[src/rtl/hack_rom_loader_pkg.sv]
// Shared widths, error codes and state encodings for the Hack ROM boot loader.
package hack_rom_loader_pkg;

   localparam int WORD_WIDTH    = 16;
   localparam int ADDRESS_WIDTH = 14;

   localparam logic [2:0] ERR_NONE     = 3'd0;
   localparam logic [2:0] ERR_FRAMING  = 3'd1;
   localparam logic [2:0] ERR_OVERRUN  = 3'd2;
   localparam logic [2:0] ERR_CHECKSUM = 3'd3;
   localparam logic [2:0] ERR_LENGTH   = 3'd4;

   typedef enum logic [3:0] {
      S_START, S_WAIT_INIT, S_CNT_H, S_CNT_L, S_DAT_H, S_DAT_L, S_WRITE,
      S_ACK_HI, S_ACK_LO, S_CS_H, S_CS_L, S_DONE, S_ERROR
   } loader_state_e;

   typedef enum logic [1:0] {RX_IDLE, RX_START, RX_DATA, RX_STOP} rx_state_e;

endpackage

[src/rtl/hack_uart_rx.sv]
// 8N1 UART receiver: 2-flop synchronizer, mid-bit sampling, one-cycle strobes.
module hack_uart_rx
   import hack_rom_loader_pkg::*;
#(
   parameter int CLKS_PER_BIT = 4
) (
   input  logic       clk,
   input  logic       reset,
   input  logic       i_rx,
   output logic [7:0] o_byte_out,
   output logic       o_byte_strobe,
   output logic       o_frame_err
);

   localparam int CNT_W = $clog2(CLKS_PER_BIT);
   localparam logic [CNT_W-1:0] LAST      = CNT_W'(CLKS_PER_BIT - 1);
   localparam logic [CNT_W-1:0] HALF_LAST = CNT_W'(CLKS_PER_BIT / 2 - 1);

   rx_state_e        r_state, w_state_next;
   logic             r_rx_meta, r_rx_sync, r_rx_prev;
   logic [CNT_W-1:0] r_cnt;
   logic [2:0]       r_bit_idx;
   logic [7:0]       r_shift, r_byte;
   logic             r_strobe, r_frame_err;
   logic             w_fall, w_bit_end, w_half;

   assign w_fall    = r_rx_prev & ~r_rx_sync;
   assign w_bit_end = (r_cnt == LAST);
   assign w_half    = (r_cnt == HALF_LAST);

   // NOTE: next-state logic assigns its default first so no path can infer a latch.
   always_comb begin
      w_state_next = r_state;
      case (r_state)
         RX_IDLE:  if (w_fall) w_state_next = RX_START;
         RX_START: if (w_half) w_state_next = r_rx_sync ? RX_IDLE : RX_DATA;
         RX_DATA:  if (w_bit_end && r_bit_idx == 3'd7) w_state_next = RX_STOP;
         RX_STOP:  if (w_bit_end) w_state_next = RX_IDLE;
         default:  w_state_next = RX_IDLE;
      endcase
   end

   // NOTE: sequential state uses non-blocking assignments only.
   always_ff @(posedge clk) begin
      if (reset) begin
         r_state     <= RX_IDLE;
         r_rx_meta   <= 1'b1;
         r_rx_sync   <= 1'b1;
         r_rx_prev   <= 1'b1;
         r_cnt       <= '0;
         r_bit_idx   <= '0;
         r_shift     <= '0;
         r_byte      <= '0;
         r_strobe    <= 1'b0;
         r_frame_err <= 1'b0;
      end else begin
         r_rx_meta   <= i_rx;
         r_rx_sync   <= r_rx_meta;
         r_rx_prev   <= r_rx_sync;
         r_state     <= w_state_next;
         r_strobe    <= 1'b0;
         r_frame_err <= 1'b0;
         if (r_state == RX_IDLE || w_state_next != r_state || w_bit_end) r_cnt <= '0;
         else r_cnt <= r_cnt + 1'b1;
         if (r_state == RX_START) r_bit_idx <= '0;
         if (r_state == RX_DATA && w_bit_end) begin
            r_shift   <= {r_rx_sync, r_shift[7:1]};
            r_bit_idx <= r_bit_idx + 3'd1;
         end
         if (r_state == RX_STOP && w_bit_end) begin
            if (r_rx_sync) begin
               r_byte   <= r_shift;
               r_strobe <= 1'b1;
            end else begin
               r_frame_err <= 1'b1;
            end
         end
      end
   end

   assign o_byte_out    = r_byte;
   assign o_byte_strobe = r_strobe;
   assign o_frame_err   = r_frame_err;

endmodule

[src/rtl/hack_rom_loader.sv]
// Boot loader: receives count/words/checksum over UART and writes words into ROM
// through the encoder's request/busy port, holding the CPU in reset until done.
module hack_rom_loader
   import hack_rom_loader_pkg::*;
#(
   parameter int CLKS_PER_BIT = 4
) (
   input  logic                     clk,
   input  logic                     reset,
   input  logic                     i_enable,
   input  logic                     i_uart_rx,
   input  logic                     i_sram_initialized,
   input  logic                     i_sram_busy,
   output logic                     o_sram_request,
   output logic                     o_sram_write_enable,
   output logic [ADDRESS_WIDTH-1:0] o_sram_address,
   output logic [WORD_WIDTH-1:0]    o_sram_wdata,
   output logic                     o_done,
   output logic                     o_error,
   output logic [2:0]               o_error_code,
   output logic [ADDRESS_WIDTH:0]   o_words_loaded,
   output logic                     o_hold_cpu_reset
);

   localparam logic [16:0] MAX_WORDS = 17'(2 ** ADDRESS_WIDTH);

   loader_state_e            r_state, w_state_next;
   logic [7:0]               w_rx_byte, r_rx_byte, r_cs_hi;
   logic                     w_rx_strobe, w_rx_frame_err, r_rx_valid;
   logic [15:0]              r_count, r_csum, w_count_rx, w_cs_rx, w_csum_next;
   logic [WORD_WIDTH-1:0]    r_word;
   logic [ADDRESS_WIDTH:0]   r_words_loaded, w_loaded_next;
   logic                     r_sram_request, r_done, r_error;
   logic [2:0]               r_error_code, w_err_code;
   logic                     w_accept, w_consume, w_request, w_word_ack;

   hack_uart_rx #(.CLKS_PER_BIT(CLKS_PER_BIT)) u_uart_rx (
      .clk          (clk),
      .reset        (reset),
      .i_rx         (i_uart_rx),
      .o_byte_out   (w_rx_byte),
      .o_byte_strobe(w_rx_strobe),
      .o_frame_err  (w_rx_frame_err)
   );

   // Bytes are only meaningful once the stream has started and before a terminal state.
   assign w_accept      = !(r_state inside {S_START, S_WAIT_INIT, S_DONE, S_ERROR});
   assign w_count_rx    = {r_count[15:8], r_rx_byte};
   assign w_cs_rx       = {r_cs_hi, r_rx_byte};
   assign w_csum_next   = r_csum + r_word;
   assign w_loaded_next = r_words_loaded + 1'b1;

   always_comb begin
      w_state_next = r_state;
      w_consume    = 1'b0;
      w_request    = 1'b0;
      w_word_ack   = 1'b0;
      w_err_code   = ERR_NONE;
      case (r_state)
         S_START:     w_state_next = i_enable ? S_WAIT_INIT : S_DONE;
         S_WAIT_INIT: if (i_sram_initialized) w_state_next = S_CNT_H;
         S_CNT_H, S_DAT_H, S_DAT_L, S_CS_H: if (r_rx_valid) begin
            w_consume = 1'b1;
            case (r_state)
               S_CNT_H: w_state_next = S_CNT_L;
               S_DAT_H: w_state_next = S_DAT_L;
               S_DAT_L: w_state_next = S_WRITE;
               default: w_state_next = S_CS_L;
            endcase
         end
         S_CNT_L: if (r_rx_valid) begin
            w_consume = 1'b1;
            if ({1'b0, w_count_rx} > MAX_WORDS) begin
               w_state_next = S_ERROR;
               w_err_code   = ERR_LENGTH;
            end else begin
               w_state_next = (w_count_rx == 16'd0) ? S_CS_H : S_DAT_H;
            end
         end
         S_WRITE: if (i_sram_initialized && !i_sram_busy) begin
            w_request    = 1'b1;
            w_state_next = S_ACK_HI;
         end
         S_ACK_HI: if (i_sram_busy) w_state_next = S_ACK_LO;
         S_ACK_LO: if (!i_sram_busy) begin
            w_word_ack   = 1'b1;
            w_state_next = (16'(w_loaded_next) == r_count) ? S_CS_H : S_DAT_H;
         end
         S_CS_L: if (r_rx_valid) begin
            w_consume = 1'b1;
            if (w_cs_rx == r_csum) begin
               w_state_next = S_DONE;
            end else begin
               w_state_next = S_ERROR;
               w_err_code   = ERR_CHECKSUM;
            end
         end
         default: w_state_next = r_state;
      endcase
      // A simultaneous consume frees the hold register, so only an unconsumed byte overruns.
      if (w_accept && w_state_next != S_ERROR &&
          (w_rx_frame_err || (w_rx_strobe && r_rx_valid && !w_consume))) begin
         w_state_next = S_ERROR;
         w_err_code   = w_rx_frame_err ? ERR_FRAMING : ERR_OVERRUN;
      end
   end

   always_ff @(posedge clk) begin
      if (reset) begin
         r_state        <= S_START;
         r_rx_valid     <= 1'b0;
         r_rx_byte      <= '0;
         r_count        <= '0;
         r_word         <= '0;
         r_cs_hi        <= '0;
         r_csum         <= '0;
         r_words_loaded <= '0;
         r_sram_request <= 1'b0;
         r_done         <= 1'b0;
         r_error        <= 1'b0;
         r_error_code   <= ERR_NONE;
      end else begin
         r_state        <= w_state_next;
         r_sram_request <= w_request;
         if (w_accept && w_rx_strobe) begin
            r_rx_byte  <= w_rx_byte;
            r_rx_valid <= 1'b1;
         end else if (w_consume) begin
            r_rx_valid <= 1'b0;
         end
         if (w_consume) begin
            case (r_state)
               S_CNT_H: r_count[15:8]            <= r_rx_byte;
               S_CNT_L: r_count[7:0]             <= r_rx_byte;
               S_DAT_H: r_word[WORD_WIDTH-1:8]   <= r_rx_byte;
               S_DAT_L: r_word[7:0]              <= r_rx_byte;
               S_CS_H:  r_cs_hi                  <= r_rx_byte;
               default: r_cs_hi                  <= r_cs_hi;
            endcase
         end
         if (w_word_ack) begin
            r_words_loaded <= w_loaded_next;
            r_csum         <= w_csum_next;
         end
         if (r_state == S_DONE) r_done <= 1'b1;
         if (w_err_code != ERR_NONE) begin
            r_error      <= 1'b1;
            r_error_code <= w_err_code;
         end
      end
   end

   assign o_sram_request      = r_sram_request;
   assign o_sram_write_enable = r_sram_request;
   assign o_sram_address      = r_words_loaded[ADDRESS_WIDTH-1:0];
   assign o_sram_wdata        = r_word;
   assign o_done              = r_done;
   assign o_error             = r_error;
   assign o_error_code        = r_error_code;
   assign o_words_loaded      = r_words_loaded;
   assign o_hold_cpu_reset    = ~r_done;

endmodule

[config.mk]
export PLATFORM = sky130hd
export DESIGN_NAME = hack_rom_loader
export DESIGN_NICKNAME = d
export VERILOG_FILES = /design/src/rtl/hack_rom_loader_pkg.sv /design/src/rtl/hack_uart_rx.sv /design/src/rtl/hack_rom_loader.sv
export SDC_FILE = /design/constraint.sdc
export NUM_CORES = 1
export LEC_CHECK = 0
export CAP_MARGIN = 20
export CORE_MARGIN = 8
export CORE_UTILIZATION = 53
export DETAILED_ROUTE_END_ITERATION = 10
export HOLD_SLACK_MARGIN = 0.12
export PLACE_DENSITY = 0.74
export SLEW_MARGIN = 20
export SYNTH_ARGS = -nofsm -noshare
export SYNTH_HDL_FRONTEND = slang
export SYNTH_SLANG_ARGS = --single-unit
[constraint.sdc]
create_clock -name clk -period 3.2 [get_ports clk]
set_input_delay 0.48 -clock clk [delete_from_list [all_inputs] [get_ports clk]]
set_output_delay 0.48 -clock clk [all_outputs]
set_load 0.02 [all_outputs]
Word level (Yosys, flattened, before mapping):

Cells that the tools add are included.

* bits in registers: 118

* $lt $le $gt $ge: 1
* reductions and logical operators: 34
* mux-type cells: 39
* add/subtract/negate cells: 4
* equality and inequality tests: 22
* bitwise operators: 5

Operators by type and width (count)
* 4-bit 2-to-1 mux: 12
* 4-bit case mux with 8 select lines: 1
* 4-bit == test (second input constant): 5
* 3-bit 2-to-1 mux: 6
* 16-bit adder: 1
* 15-bit by 16-bit == test with 1-bit output: 1
* 16-bit == test: 1
* 4-bit by 3-bit == test with 1-bit output (second input constant): 4
* 16-bit by 15-bit > comparator with 1-bit output (second input constant): 1
* 16-bit logical NOT: 1
* 2-bit 2-to-1 mux: 8
* 15-bit by 1-bit adder with 15-bit output (second input constant): 1
* 4-bit case mux with 3 select lines: 1
* 2-bit AND reduction: 6
* 1-bit logical AND: 9
* 1-bit 2-to-1 mux: 9
* 4-bit by 2-bit == test with 1-bit output (second input constant): 2
* 2-bit case mux with 4 select lines: 1
* 2-bit OR reduction: 4
* 2-bit == test (second input constant): 3
* 3-bit case mux with 2 select lines: 1
* 6-bit OR reduction: 1
* 2-bit by 1-bit == test with 1-bit output (second input constant): 2
* 4-bit by 1-bit == test with 1-bit output (second input constant): 1
* other kinds (15): 23

Depth between registers and ports, before layout:

* depth in word-level cells: 10
* mapped depth: 11
* gate-level depth less buffers: 11

Hierarchy:

Synthesis repeated with hierarchy kept, for this count alone.

* cell total of the unflattened synthesis: 742
* area total of the unflattened synthesis: 6418.7 um^2

By module, submodules not included
* hack_rom_loader: area each 5321.4 um^2, seq. area each 1801.7 um^2, cells an instance 620, times used 1
* hack_uart_rx: area each 1097.3 um^2, seq. area each 560.5 um^2, cells an instance 122, times used 1

Worst setup path after synthesis:

Ideal clock, no wire load.

* kind: reg2reg
* start: reg r_words_loaded[1] (netlist: o_words_loaded[1])
* end: reg r_error_code[0] (netlist: o_error_code[0])
* arrival time: 2559 ps
* library setup time: 128 ps
* path slack: 513 ps
* period minus slack after synthesis: 2687 ps
* stages on the path, launching flop included: 10
* required time: 3072 ps
* cell sequence: dfxtp_1 > ha_1 > buf_2 > nand3_1 > or4_1 > a211oi_1 > nand3_1 > o31a_1 > nor4b_4 > a31oi_1

* longest elaborated chain between the ends: 10

Ends and longest elaborated chain
* start, declared: RTL line hack_rom_loader.sv:32 `logic [ADDRESS_WIDTH:0] r_words_loaded, w_loaded_next;`
* start signal, assigned: RTL line hack_rom_loader.sv:142 `r_words_loaded <= w_loaded_next;`
* 15-bit by 1-bit adder with 15-bit output *: RTL line hack_rom_loader.sv:51 `assign w_loaded_next = r_words_loaded + 1'b1;`
* 15-bit by 16-bit == test with 1-bit output *: RTL line hack_rom_loader.sv:87 `w_state_next = (16'(w_loaded_next) == r_count) ? S_CS_H : S_DAT_H;`
* 4-bit 2-to-1 mux *: RTL line hack_rom_loader.sv:87
* 4-bit 2-to-1 mux *: RTL line hack_rom_loader.sv:85 `S_ACK_LO: if (!i_sram_busy) begin`
* 4-bit case mux with 8 select lines *: RTL line hack_rom_loader.sv:59 `case (r_state)`
* 4-bit != test *: RTL line hack_rom_loader.sv:101 `if (w_accept && w_state_next != S_ERROR &&`
* 1-bit logical AND * (2 in series): RTL line hack_rom_loader.sv:101
* 3-bit 2-to-1 mux *: RTL line hack_rom_loader.sv:101
* 3-bit nonzero test: RTL line hack_rom_loader.sv:146 `if (w_err_code != ERR_NONE) begin`
* end signal, assigned: RTL line hack_rom_loader.sv:148 `r_error_code <= w_err_code;`
* end, declared: RTL line hack_rom_loader.sv:34 `logic [2:0] r_error_code, w_err_code;`

Mark *: on every way between the ends. The rest lies on a longest branch, timed or not.
A chain may end at the register's enable or synchronous reset.

Final worst setup path:

Same ends and word-level chain as after synthesis.

==> summary.md <==
| Metric | Value |
|---|---|
| Synth area leader | `dfxtp_1` |
| H-tree depth | `4` |
| CP most frequent cell | `nand3_1` |
| Clock net sink count | `roughly 120` |
| Pwr dens | `around 570 mW/mm²` |
| Synth cell types | `65` |
| Worst-Margin Slew | `0.855 ns` |
| Top cell type's share of synthesized area | `0.376` |
| Worst skew pair latency | `0.42 ns` |
| Routed vias/inst | `a little under 6` |
| Rel. slew slack | `0.427` |
| Starting Density | `0.545` |
| CTS tree | `built` |
| Switching portion of total power | `0.270` |
| Main flop type after synthesis | `dfxtp_1` |
| Tcrit/Tclk final | `0.929` |
| Max Cap Viol | `0` |
| # resized after CTS | `0` |
| Clk slew on worst S/H paths | `roughly 0.06 ns` |
| Die Y | `125 µm` |
| Critical Setup Path Class | `register to register` |
| Syn Nets | `slightly below 800` |
| Register area share after synthesis | `0.376` |
| P&R area growth vs syn | `20.1%` |
| TritonCTS Buffers | `17` |
| GRT Util Overall | `0.203` |
| Cells after Synth | `762` |
| Root Driver | `clkbuf_16` |
| Final Hold Viols | `0` |
| CTS Hold Bufs | `0` |
| Skew final | `between 0.008 and 0.009 ns` |
| Critical Path Max Stage Delay | `between 0.5 and 0.6 ns` |
| Core area | `0.0115 mm²` |
| First-pass GRT wire length | `between 20000 and 30000 µm` |
| # nets final | `about 820` |
| Cell Area, Synth | `0.00628 mm²` |
| Worst vdd ir | `approximately 0.38 mV` |
| Setup repair bufs after CTS | `0` |
| First drt pass iteration count | `7` |
| Outcome | `completed` |
| Total DRC errors in the routed layout | `0` |
| ANT cells | `0` |
| Starting DRT DRC Count | `570` |
| Gpl congestion | `about 0.95` |
| Die Area | `0.0156 mm²` |
| Setup violations, final | `0` |
| Asr flop ratio synth | `0` |
| Buf+Inv Stages, Crit Path | `0` |
| Int Power | `~3.1 mW` |
| Clk buf depth | `2` |
| Util after Layout | `0.655` |
| #FFs+latches synth | `about 120` |
| Final min period | `2.97 ns` |
| Max Slew Vio Count | `0` |
| Worst Path Max Fanout | `8` |
| Worst Path Arrival | `roughly 3.3 ns` |
| Area contributors post-synth | `dfxtp_1 (38%), mux2i_1 (7.0%), nand2_1 (6.3%)` |
| Hold Crit Class | `register to register` |
| Via Count | `around 5600` |
| Number of flops mapped to enable cells by yosys | `0` |
| Static Leak | `approximately 2.9 nW` |
| Crit path required time | `around 3.5 ns` |
| Row count | `39` |
| Share of cells above drive strength 1 | `0.0890` |
| HPWL Detailed | `approximately 11000 µm` |
| RSZ-0062 raised after global routing | `no` |
| Final ANT Viol Nets | `0` |
| Fin Setup TNS | `0 ns` |
| Fmax | `between 0.3 and 0.4 GHz` |
| Avg Cell Area, Syn | `8.24 µm²` |
| Antenna violations before repair | `0` |
| Pin count of the biggest net entering global routing | `80` |
| Clock network fraction of total power | `0.485` |
| CP delay by family, top | `simple AND/OR/NAND/NOR gates` |
| Startpoint Class | `register` |
| Critical-path top delay cell | `or4_1` |
| Total grt overflow | `0` |
| Logic pwr share | `0.148` |
| Port Buffers | `58` |
| Sequential share of power | `0.367` |
| Ports | `59` |
| Avg WL per Cell | `16.9 µm` |
| Sw Pwr | `about 1.2 mW` |
| Yosys warns | `0` |
| Routed WL | `approximately 16000 µm` |
| Crit-path cells | `ha_1 -> nand3_1 -> or4_1 -> a211oi_1 -> nand3_1 -> o31a_1 -> nor4b_4 -> a31oi_1` |
| Crit. End Element | `register` |
| Die width | `between 100 and 150 µm` |
| Vias in the first global route | `5354` |
stage by stage:
step	total power [mW]	std cells	hold slack, ns	instance area [µm²]	setup WS [ns]
floorplan	2.07	762	0.389	6280	0.513
global placement	2.20	920	0.392	6890	0.450
detailed placement	2.22	920	0.397	6890	0.271
CTS	4.31	952	0.407	7540	0.283
global route	4.44	952	0.441	7540	0.0694
finish	4.31	952	0.406	7540	0.227
registers in the layout (all words and copies together), names as in the netlist, 4 cells and up:
| signal | flops |
|---|---|
| o_sram_wdata | 16 |
| r_count | 16 |
| r_csum | 16 |
| o_words_loaded | 15 |
| r_cs_hi | 8 |
| r_rx_byte | 8 |
| u_uart_rx.o_byte_out | 8 |
| u_uart_rx.r_shift | 8 |
| r_state | 4 |
worst paths after layout:
check	depth (start not counted)	slack, ns	start	to
hold / removal	1	0.41	u_uart_rx.r_rx_meta	u_uart_rx.r_rx_sync
setup / recovery	8	0.23	o_words_loaded[1]	o_error_code[0]
hold reg to reg	1	0.41	u_uart_rx.r_rx_meta	u_uart_rx.r_rx_sync
setup reg to reg	8	0.23	o_words_loaded[1]	o_error_code[0]
synth_stat cells (2+ instances only):
| cell type | number |
|---|---|
| or3_1 | 12 |
| nor2b_1 | 7 |
| a22oi_1 | 3 |
| mux2i_1 | 44 |
| nand2b_1 | 8 |
| xnor2_1 | 24 |
| o211a_1 | 2 |
| dfxtp_1 | 118 |
| nand3b_1 | 2 |
| nor3b_1 | 3 |
| buf_1 | 5 |
| ha_1 | 20 |
| o311a_1 | 4 |
| a211oi_1 | 5 |
| a31oi_1 | 5 |
| xor2_1 | 30 |
| o31ai_1 | 6 |
| o21ai_1 | 2 |
| o221ai_1 | 2 |
| nand4_1 | 4 |
| nor3_1 | 21 |
| a21oi_1 | 73 |
| nor4_2 | 2 |
| or2_2 | 7 |
| nand4b_1 | 3 |
| buf_4 | 15 |
| o21ai_0 | 18 |
| inv_1 | 16 |
| nor2_1 | 81 |
| a221oi_1 | 3 |
| nor4_1 | 9 |
| nand2_1 | 106 |
| nand3_1 | 16 |
| o211ai_1 | 7 |
| o21bai_1 | 2 |
| buf_2 | 5 |
| clkbuf_1 | 39 |
| a22o_1 | 2 |
| a21o_1 | 2 |
| o22ai_1 | 3 |
| o31a_1 | 2 |
power groups by stage:
stage / Combinational [mW] / Clock, mW / Sequential (mW)
3_3_place_gp: 0.598 / 0 / 1.61
6_report: 0.636 / 2.09 / 1.58
5_1_grt: 0.685 / 2.17 / 1.59
3_5_place_dp: 0.613 / 0 / 1.61
4_1_cts: 0.619 / 2.11 / 1.58
2_1_floorplan: 0.510 / 0 / 1.56
cell families after synthesis:
family	share of synthesized area
AND/OR/NAND/NOR	0.225
AO/OA/AOI/OAI	0.148
flip-flops	0.376
buffers and inverters	0.0596
XOR/XNOR	0.0753
multiplexers	0.0737
adder cells (fa/ha/maj)	0.0430
routing by layer:
metal  up-vias  global-route usage  share of wire
met5         -                   0              0
met4         0              0.0989          0.026
met3        40              0.0569          0.055
met2       192               0.333           0.48
met1      2647               0.240           0.44
li1       2696                   -              -
final cells by class:
type	instances	area (µm²)
fill	911	3980
multi-input combinational	563	3550
timing repair buffer	80	743
clock buffer	19	443
tap	143	179
clock inverter	13	204
sequential	118	2360
inverter	16	60.1
layout by cell type (no fill, tap or decap), types with 3 or more instances in the layout:
cell type	instances
buf_4	23
a21oi_1	73
ha_1	20
clkbuf_16	17
nand4_1	4
o21ai_0	18
clkinv_2	4
nor3b_1	3
o311a_1	4
a221oi_1	3
xor2_1	30
bufinv_16	5
nor4_1	9
clkdlybuf4s50_1	57
a22oi_1	3
inv_1	16
o31ai_1	6
a31oi_1	5
mux2i_1	44
or2_2	7
o211ai_1	7
nor3_1	20
xnor2_1	24
o22ai_1	3
nor2b_1	7
dfxtp_1	118
or3_1	12
nor2_1	81
nand4b_1	3
nand3_1	16
nand2_1	106
a211oi_1	5
clkinv_4	3
nand2b_1	8
Power figures use the tool's default switching activity.
